<file path="src/rtl/tmds_encoder_mc.sv">
// tmds_encoder_mc: multi-channel TMDS 8b/10b encoder, one instance per link.
// Each of NUM_CH lanes goes through a 2-stage pipeline: stage 1 forms the
// transition-minimised q_m word, and stage 2 applies DC balancing with a
// per-channel running disparity.
// With HDMI_MODE=1, the inputs first pass through a LEAD-deep lookahead line.
// This lets the encoder insert the video preamble and leading guard band ahead
// of each active run.
// Optional build macro TMDS_DISPARITY_MON_EN adds the o_disparity and
// o_bal_err monitor ports.
// Flow control: none. A new pixel or control word is accepted on every
// i_clk edge, and o_encoded/o_active carry a fixed-latency copy of it.
module tmds_encoder_mc #(
    parameter int NUM_CH    = 3,
    parameter int HDMI_MODE = 0,
    parameter int LEAD      = 10
) (
    input  logic                   i_clk,
    input  logic                   i_rst,
    input  logic [NUM_CH*8-1:0]    i_data,
    input  logic [NUM_CH*2-1:0]    i_control_data,
    input  logic                   i_blanking,
`ifdef TMDS_DISPARITY_MON_EN
    output logic [NUM_CH*5-1:0]    o_disparity,
    output logic                   o_bal_err,
`endif
    output logic [NUM_CH*10-1:0]   o_encoded,
    output logic                   o_active
);

    localparam logic [9:0] CTRL_00  = 10'b1101010100;
    localparam logic [9:0] CTRL_01  = 10'b0010101011;
    localparam logic [9:0] CTRL_10  = 10'b0101010100;
    localparam logic [9:0] CTRL_11  = 10'b1010101011;
    localparam logic [9:0] GUARD_02 = 10'b1011001100;
    localparam logic [9:0] GUARD_1  = 10'b0100110011;

    function automatic logic [3:0] ones8(input logic [7:0] v);
        logic [3:0] n;
        n = '0;
        for (int i = 0; i < 8; i++) n = n + {3'b000, v[i]};
        return n;
    endfunction

    // Transition minimisation; q[8] = 1 marks the XOR variant.
    function automatic logic [8:0] qm_encode(input logic [7:0] d);
        logic [3:0] n1;
        logic       use_xnor;
        logic [8:0] q;
        n1       = ones8(d);
        use_xnor = (n1 > 4'd4) || ((n1 == 4'd4) && !d[0]);
        q        = '0;
        q[0]     = d[0];
        for (int i = 1; i < 8; i++)
            q[i] = use_xnor ? ~(q[i-1] ^ d[i]) : (q[i-1] ^ d[i]);
        q[8] = ~use_xnor;
        return q;
    endfunction

    function automatic logic [9:0] ctrl_code(input logic [1:0] c);
        logic [9:0] s;
        case (c)
            2'b00:   s = CTRL_00;
            2'b01:   s = CTRL_01;
            2'b10:   s = CTRL_10;
            default: s = CTRL_11;
        endcase
        return s;
    endfunction

    function automatic logic [9:0] guard_code(input int ch);
        return (ch == 1) ? GUARD_1 : GUARD_02;
    endfunction

    // DC balancing. The result is {next_cnt[4:0], symbol[9:0]}.
    // bal = N1 - N0 over q_m[7:0].
    function automatic logic [14:0] stage2_encode(input logic [8:0] qm,
                                                  input logic signed [4:0] cnt);
        logic [3:0]        n1;
        logic signed [5:0] bal6;
        logic signed [4:0] bal;
        logic signed [4:0] nc;
        logic [9:0]        sym;
        n1   = ones8(qm[7:0]);
        bal6 = $signed({1'b0, n1, 1'b0}) - 6'sd8;
        bal  = bal6[4:0];
        if ((cnt == 5'sd0) || (bal == 5'sd0)) begin
            sym = {~qm[8], qm[8], (qm[8] ? qm[7:0] : ~qm[7:0])};
            nc  = qm[8] ? (cnt + bal) : (cnt - bal);
        end else if (((cnt > 5'sd0) && (bal > 5'sd0)) ||
                     ((cnt < 5'sd0) && (bal < 5'sd0))) begin
            sym = {1'b1, qm[8], ~qm[7:0]};
            nc  = cnt + (qm[8] ? 5'sd2 : 5'sd0) - bal;
        end else begin
            sym = {1'b0, qm[8], qm[7:0]};
            nc  = cnt - (qm[8] ? 5'sd0 : 5'sd2) + bal;
        end
        return {nc, sym};
    endfunction

    // Front end: the sample presented to stage 1, plus the guard-band flag.
    logic [NUM_CH*8-1:0] fe_data;
    logic [NUM_CH*2-1:0] fe_ctrl;
    logic                fe_blank;
    logic                fe_guard;

    if (HDMI_MODE != 0 && LEAD >= 10) begin : g_hdmi
        logic [NUM_CH*8-1:0] dl_data_q [LEAD];
        logic [NUM_CH*2-1:0] dl_ctrl_q [LEAD];
        logic [LEAD-1:0]     dl_blank_q;
        logic [LEAD:0]       blank_tap;
        logic                pre_hit;

        // Lookahead delay line; reset fills it with blanking / ctrl 00.
        always_ff @(posedge i_clk) begin
            if (i_rst) begin
                for (int j = 0; j < LEAD; j++) begin
                    dl_data_q[j] <= '0;
                    dl_ctrl_q[j] <= '0;
                end
                dl_blank_q <= '1;
            end else begin
                dl_data_q[0] <= i_data;
                dl_ctrl_q[0] <= i_control_data;
                for (int j = 1; j < LEAD; j++) begin
                    dl_data_q[j] <= dl_data_q[j-1];
                    dl_ctrl_q[j] <= dl_ctrl_q[j-1];
                end
                dl_blank_q <= {dl_blank_q[LEAD-2:0], i_blanking};
            end
        end

        // Bit LEAD is the delayed (current) sample. Bit LEAD-k is k cycles in its future.
        assign blank_tap = {dl_blank_q, i_blanking};

        // Guard when de rises within 2 cycles, preamble when it rises within 3..10.
        // The guard band takes priority over the preamble.
        always_comb begin
            pre_hit  = 1'b0;
            for (int k = 3; k <= 10; k++)
                if (!blank_tap[LEAD-k]) pre_hit = 1'b1;
            fe_blank = blank_tap[LEAD];
            fe_data  = dl_data_q[LEAD-1];
            fe_ctrl  = dl_ctrl_q[LEAD-1];
            fe_guard = fe_blank && (!blank_tap[LEAD-1] || !blank_tap[LEAD-2]);
            if (fe_blank && !fe_guard && pre_hit) begin
                for (int k = 1; k < NUM_CH && k < 3; k++)
                    fe_ctrl[2*k +: 2] = (k == 1) ? 2'b01 : 2'b00;
            end
        end
    end else begin : g_dvi
        // Plain DVI: inputs feed stage 1 directly.
        always_comb begin
            fe_data  = i_data;
            fe_ctrl  = i_control_data;
            fe_blank = i_blanking;
            fe_guard = 1'b0;
        end
    end

    // Stage 1 registers.
    logic [NUM_CH*9-1:0] s1_qm_d;
    logic [NUM_CH*9-1:0] s1_qm_q;
    logic [NUM_CH*2-1:0] s1_ctrl_q;
    logic                s1_blank_q;
    logic                s1_guard_q;

    // Stage 1 combinational: q_m for every lane.
    always_comb begin
        s1_qm_d = '0;
        for (int k = 0; k < NUM_CH; k++)
            s1_qm_d[9*k +: 9] = qm_encode(fe_data[8*k +: 8]);
    end

    // Stage 1 register; reset presents a blanking ctrl-00 slot.
    always_ff @(posedge i_clk) begin
        if (i_rst) begin
            s1_qm_q    <= '0;
            s1_ctrl_q  <= '0;
            s1_blank_q <= 1'b1;
            s1_guard_q <= 1'b0;
        end else begin
            s1_qm_q    <= s1_qm_d;
            s1_ctrl_q  <= fe_ctrl;
            s1_blank_q <= fe_blank;
            s1_guard_q <= fe_guard;
        end
    end

    // Stage 2 registers.
    logic [NUM_CH*10-1:0] enc_d;
    logic [NUM_CH*10-1:0] enc_q;
    logic [NUM_CH*5-1:0]  cnt_d;
    logic [NUM_CH*5-1:0]  cnt_q;
    logic                 active_q;

    // Stage 2 combinational: the control/guard symbol, or the DC-balanced data symbol.
    always_comb begin
        enc_d = '0;
        cnt_d = '0;
        for (int k = 0; k < NUM_CH; k++) begin
            if (s1_blank_q) begin
                enc_d[10*k +: 10] = (s1_guard_q && k < 3) ? guard_code(k)
                                                          : ctrl_code(s1_ctrl_q[2*k +: 2]);
                cnt_d[5*k +: 5]   = '0;
            end else begin
                {cnt_d[5*k +: 5], enc_d[10*k +: 10]} =
                    stage2_encode(s1_qm_q[9*k +: 9], $signed(cnt_q[5*k +: 5]));
            end
        end
    end

    // Stage 2 register: output symbols, disparity counters and the active flag.
    always_ff @(posedge i_clk) begin
        if (i_rst) begin
            enc_q    <= {NUM_CH{CTRL_00}};
            cnt_q    <= '0;
            active_q <= 1'b0;
        end else begin
            enc_q    <= enc_d;
            cnt_q    <= cnt_d;
            active_q <= ~s1_blank_q;
        end
    end

    assign o_encoded = enc_q;
    assign o_active  = active_q;

`ifdef TMDS_DISPARITY_MON_EN
    logic bal_hit;
    logic bal_err_q;

    // Flag any lane whose next disparity leaves the legal -8..+8 window.
    always_comb begin
        bal_hit = 1'b0;
        for (int k = 0; k < NUM_CH; k++)
            if (($signed(cnt_d[5*k +: 5]) > 5'sd8) || ($signed(cnt_d[5*k +: 5]) < -5'sd8))
                bal_hit = 1'b1;
    end

    // Sticky balance-error flag, cleared only by reset.
    always_ff @(posedge i_clk) begin
        if (i_rst)        bal_err_q <= 1'b0;
        else if (bal_hit) bal_err_q <= 1'b1;
    end

    assign o_disparity = cnt_q;
    assign o_bal_err   = bal_err_q;
`endif

endmodule

</file>
<file path="config.mk">
export PLATFORM = sky130hd
export DESIGN_NAME = tmds_encoder_mc
export DESIGN_NICKNAME = d
export VERILOG_FILES = /design/src/rtl/tmds_encoder_mc.sv
export SDC_FILE = /design/constraint.sdc
export NUM_CORES = 1
export LEC_CHECK = 0
export ABC_AREA = 1
export CORE_UTILIZATION = 30
export CTS_CLUSTER_SIZE = 30
export DETAILED_ROUTE_END_ITERATION = 16
export GPL_TIMING_DRIVEN = 0
export HOLD_SLACK_MARGIN = 0.15
export MAX_ROUTING_LAYER = met4
export SYNTH_ARGS = -nofsm -noshare
export SYNTH_HDL_FRONTEND = slang
export SYNTH_SLANG_ARGS = --single-unit
</file>
<file path="constraint.sdc">
create_clock -name i_clk -period 5.06 [get_ports i_clk]
set_input_delay 0.759 -clock i_clk [delete_from_list [all_inputs] [get_ports i_clk]]
set_output_delay 0.759 -clock i_clk [all_outputs]
set_load 0.1 [all_outputs]
</file>
==> key figures <==
Outcome
  • Run status: finished, final reports clean

Place
  • RePlAce Congestion: 0.835
  • Half-perimeter wire length after placement: 10.7 mm
  • Instance area at placement: roughly 7000 µm²
  • Cell Count Post-Placement: between 1000 and 1500
  • Count of port buffers added during placement: 63

Die
  • Die width: about 140 µm
  • Floorplan row count: just over 50
  • Area of the core region: just under 20000 µm²
  • Chip Height: ~140 µm
  • Full die area: between 20000 and 25000 µm²
  • Initial core utilization: 30.8%
  • Number of ports placed on the die boundary: 64

Worst setup path
  • Start-to-end type of the worst setup path: register to register
  • Startpoint Class: register
  • Crit Path Max Fanout: 9
  • Worst path arrival time: approximately 4.8 ns
  • Endpoint kind of the worst setup timing path: register
  • Worst reg2reg path depth: 19
  • Launching point of the worst reg2reg path: s1_qm_q[9]
  • Crit. Startpoint: s1_qm_q[9]
  • Required time of the worst setup path: ~5.3 ns

Timing
  • Actual transition at the worst max-transition pin: about 1.0 ns
  • Highest clock frequency the design can meet: roughly 0.22 GHz
  • Worst Skew: 0.0102 ns
  • Setup repair after global routing missed its margin: false
  • Worst slew slack as a fraction of its limit: between 30% and 40%
  • Number of max-slew violations in the final report: 0
  • Final Setup Violations: 0
  • Final clock period utilization by the worst path: about 91%
  • Final critical delay including setup and external delays: 4.59 ns
  • Setup_tns: 0 ns
  • Final hold viol count: 0

Clock network
  • Clk pin slew, worst setup/hold paths: roughly 0.060 ns
  • Clock latency at the later pin of the worst-skew pair: roughly 0.35 ns
  • Post-CTS Resized: 0
  • Clock tree root driver cell: sky130_fd_sc_hd__clkbuf_16
  • Post-CTS Setup Inserts: 0
  • CTS H-tree depth: 3
  • Cts bufs inserted: 9
  • # clock sinks: 77
  • CTS tree: yes
  • Maximum buffer depth of the clock tree: 2
  • Count of hold buffers inserted by post-cts repair: 0

Finish
  • Area growth syn-to-layout: 20.8%
  • Diode insertion count for antenna repair: 0
  • Final Non-Filler Cells: 1097
  • Number of nets in the layout: 974
  • Most common cell after layout, fill and taps aside: sky130_fd_sc_hd__inv_1
  • Ratio of cells with drive above 1 in the final layout: between 8 and 9%
  • Most frequent cells in the layout: 142 x sky130_fd_sc_hd__inv_1, 112 x sky130_fd_sc_hd__nand2_1, 77 x sky130_fd_sc_hd__dfxtp_1, 75 x sky130_fd_sc_hd__ha_1, 63 x sky130_fd_sc_hd__clkdlybuf4s50_1
  • Final design area excluding fillers: 7290 µm²

Route
  • Detail-routed via count per cell: approximately 4.3
  • Violation count after the first detailed-route iteration: approximately 160
  • Via count: roughly 4700
  • Final routed wire length divided by cell count: about 12 µm
  • Final WL: between 10 and 15 mm
  • Number of detailed-route iterations in the first pass: 4
  • Post-route ant nets: 0
  • DRC errors left: 0

Global route
  • Wire length of the first global-routing pass: roughly 21 mm
  • GR Util All Layers: a little over an eighth
  • Antenna violations before repair: 0
  • Via count of the first global-routing pass: around 4500
  • Overflow after GRT: 0
  • Largest net degree at the start of global routing: 17

Min path
  • Tightest Hold Check Type: register to register
  • Startpoint of the worst hold path: s1_qm_q[16]
  • Number of instances on the worst hold path: 2

Yosys
  • Net count of the mapped netlist: 900
  • Cell Area, Synth: around 6000 µm²
  • Number of synthesized register bits: 77
  • Synthesized instance count: approximately 750
  • Number of warnings printed during yosys synthesis: 0
  • Synth Area per Inst: about 8 µm²
  • Distinct cell type count of the synthesized netlist: 34
  • Part of the Yosys area used for sequential elements: 25.5%

Flow run
  • Max_cap viols: 0
## flip-flops by register name, indices dropped and copies added, names as in the netlist
signal,flops
o_encoded,30
s1_qm_q,27
cnt_q,12
s1_ctrl_q,6
o_active,1
s1_blank_q,1
## worst paths after layout
kind / end / slack, ns
max: o_encoded[12] / 0.47
min: o_encoded[17] / 0.54
max reg2reg: o_encoded[12] / 0.47
min reg2reg: o_encoded[17] / 0.54
## layer usage
metal / GRT usage (%) / up-vias / share of wire (%)
met5: - / - / 0
met2: 21.7 / 64 / 45
met3: 2.70 / 11 / 3.7
met4: 3.98 / 0 / 1.2
li1: - / 2488 / -
met1: 17.7 / 2162 / 50
## Yosys cell counts
cell type	n	area, µm²
sky130_fd_sc_hd__buf_4	1	7.51
sky130_fd_sc_hd__o21ai_0	43	215
sky130_fd_sc_hd__a31oi_1	2	12.5
sky130_fd_sc_hd__ha_1	75	938
sky130_fd_sc_hd__o21ai_1	14	70.1
sky130_fd_sc_hd__nand2_4	7	78.8
sky130_fd_sc_hd__or2_1	3	18.8
sky130_fd_sc_hd__xor2_1	32	280
sky130_fd_sc_hd__a211oi_1	2	15.0
sky130_fd_sc_hd__nand2_1	112	420
sky130_fd_sc_hd__or2_2	1	6.26
sky130_fd_sc_hd__dfxtp_1	77	1540
sky130_fd_sc_hd__nand3_4	1	17.5
sky130_fd_sc_hd__nor2_2	2	12.5
sky130_fd_sc_hd__nand3_1	36	180
sky130_fd_sc_hd__a31oi_4	2	42.5
sky130_fd_sc_hd__nand3b_1	1	7.51
sky130_fd_sc_hd__a31oi_2	1	12.5
sky130_fd_sc_hd__nand3_2	5	50.1
sky130_fd_sc_hd__nor2_1	59	221
sky130_fd_sc_hd__buf_1	2	7.51
sky130_fd_sc_hd__fa_1	39	781
sky130_fd_sc_hd__xnor2_1	13	114
sky130_fd_sc_hd__inv_1	142	533
sky130_fd_sc_hd__a21oi_1	30	150
sky130_fd_sc_hd__o31ai_1	3	22.5
sky130_fd_sc_hd__inv_4	3	18.8
sky130_fd_sc_hd__o21ai_2	3	26.3
sky130_fd_sc_hd__o211ai_1	6	45.0
sky130_fd_sc_hd__inv_2	12	45.0
sky130_fd_sc_hd__a22oi_1	3	22.5
sky130_fd_sc_hd__clkbuf_1	3	11.3
sky130_fd_sc_hd__nand2_2	17	106
sky130_fd_sc_hd__clkinv_1	1	3.75
## cell type report
| cell class | count | area [µm²] |
|---|---|---|
| Inverter | 158 | 601 |
| Tap cell | 265 | 332 |
| Clock inverter | 7 | 65.1 |
| Buffer | 6 | 26.3 |
| Timing Repair Buffer | 63 | 631 |
| Sequential cell | 77 | 1540 |
| Fill cell | 2035 | 12300 |
| Multi-Input combinational cell | 512 | 3870 |
| Clock buffer | 9 | 225 |
## critical path: stages, from the launching register on
cell	delay, ns
sky130_fd_sc_hd__dfxtp_1	0.35
sky130_fd_sc_hd__fa_1	0.55
sky130_fd_sc_hd__inv_1	0.05
sky130_fd_sc_hd__fa_1	0.51
sky130_fd_sc_hd__fa_1	0.42
sky130_fd_sc_hd__inv_1	0.07
sky130_fd_sc_hd__ha_1	0.16
sky130_fd_sc_hd__inv_1	0.05
sky130_fd_sc_hd__fa_1	0.38
sky130_fd_sc_hd__xor2_1	0.28
sky130_fd_sc_hd__inv_1	0.14
sky130_fd_sc_hd__ha_1	0.34
sky130_fd_sc_hd__ha_1	0.21
sky130_fd_sc_hd__a31oi_2	0.27
sky130_fd_sc_hd__nand2_2	0.11
sky130_fd_sc_hd__nand2_4	0.16
sky130_fd_sc_hd__inv_4	0.06
sky130_fd_sc_hd__or2_1	0.20
sky130_fd_sc_hd__nand3_1	0.07
sky130_fd_sc_hd__nand2_1	0.07
## through the flow
step | setup WS [ns] | hold WS, ns | util, %
global route | 0.259 | 0.553 | 37.2
CTS | 0.421 | 0.543 | 37.2
finish | 0.465 | 0.541 | 37.2
global placement | 0.446 | 0.533 | 35.7
floorplan | 0.936 | 0.480 | -
detailed placement | 0.384 | 0.529 | 35.7
## cells by family (layout without fill, tap and decap cells)
logic type | Yosys count | after routing | share of synthesized area, %
AOI/OAI and AO/OA | 109 | 109 | 10.5
xor gates and xnor gates | 45 | 45 | 6.53
adders and majority gates | 114 | 114 | 28.5
buffers and inverters | 164 | 243 | 10.4
DFF | 77 | 77 | 25.5
and+or+nand+nor | 244 | 244 | 18.6
Power is left out: the tool's default activity adds up to more than one toggle a clock period on the data nets, which glitch-free logic cannot reach.
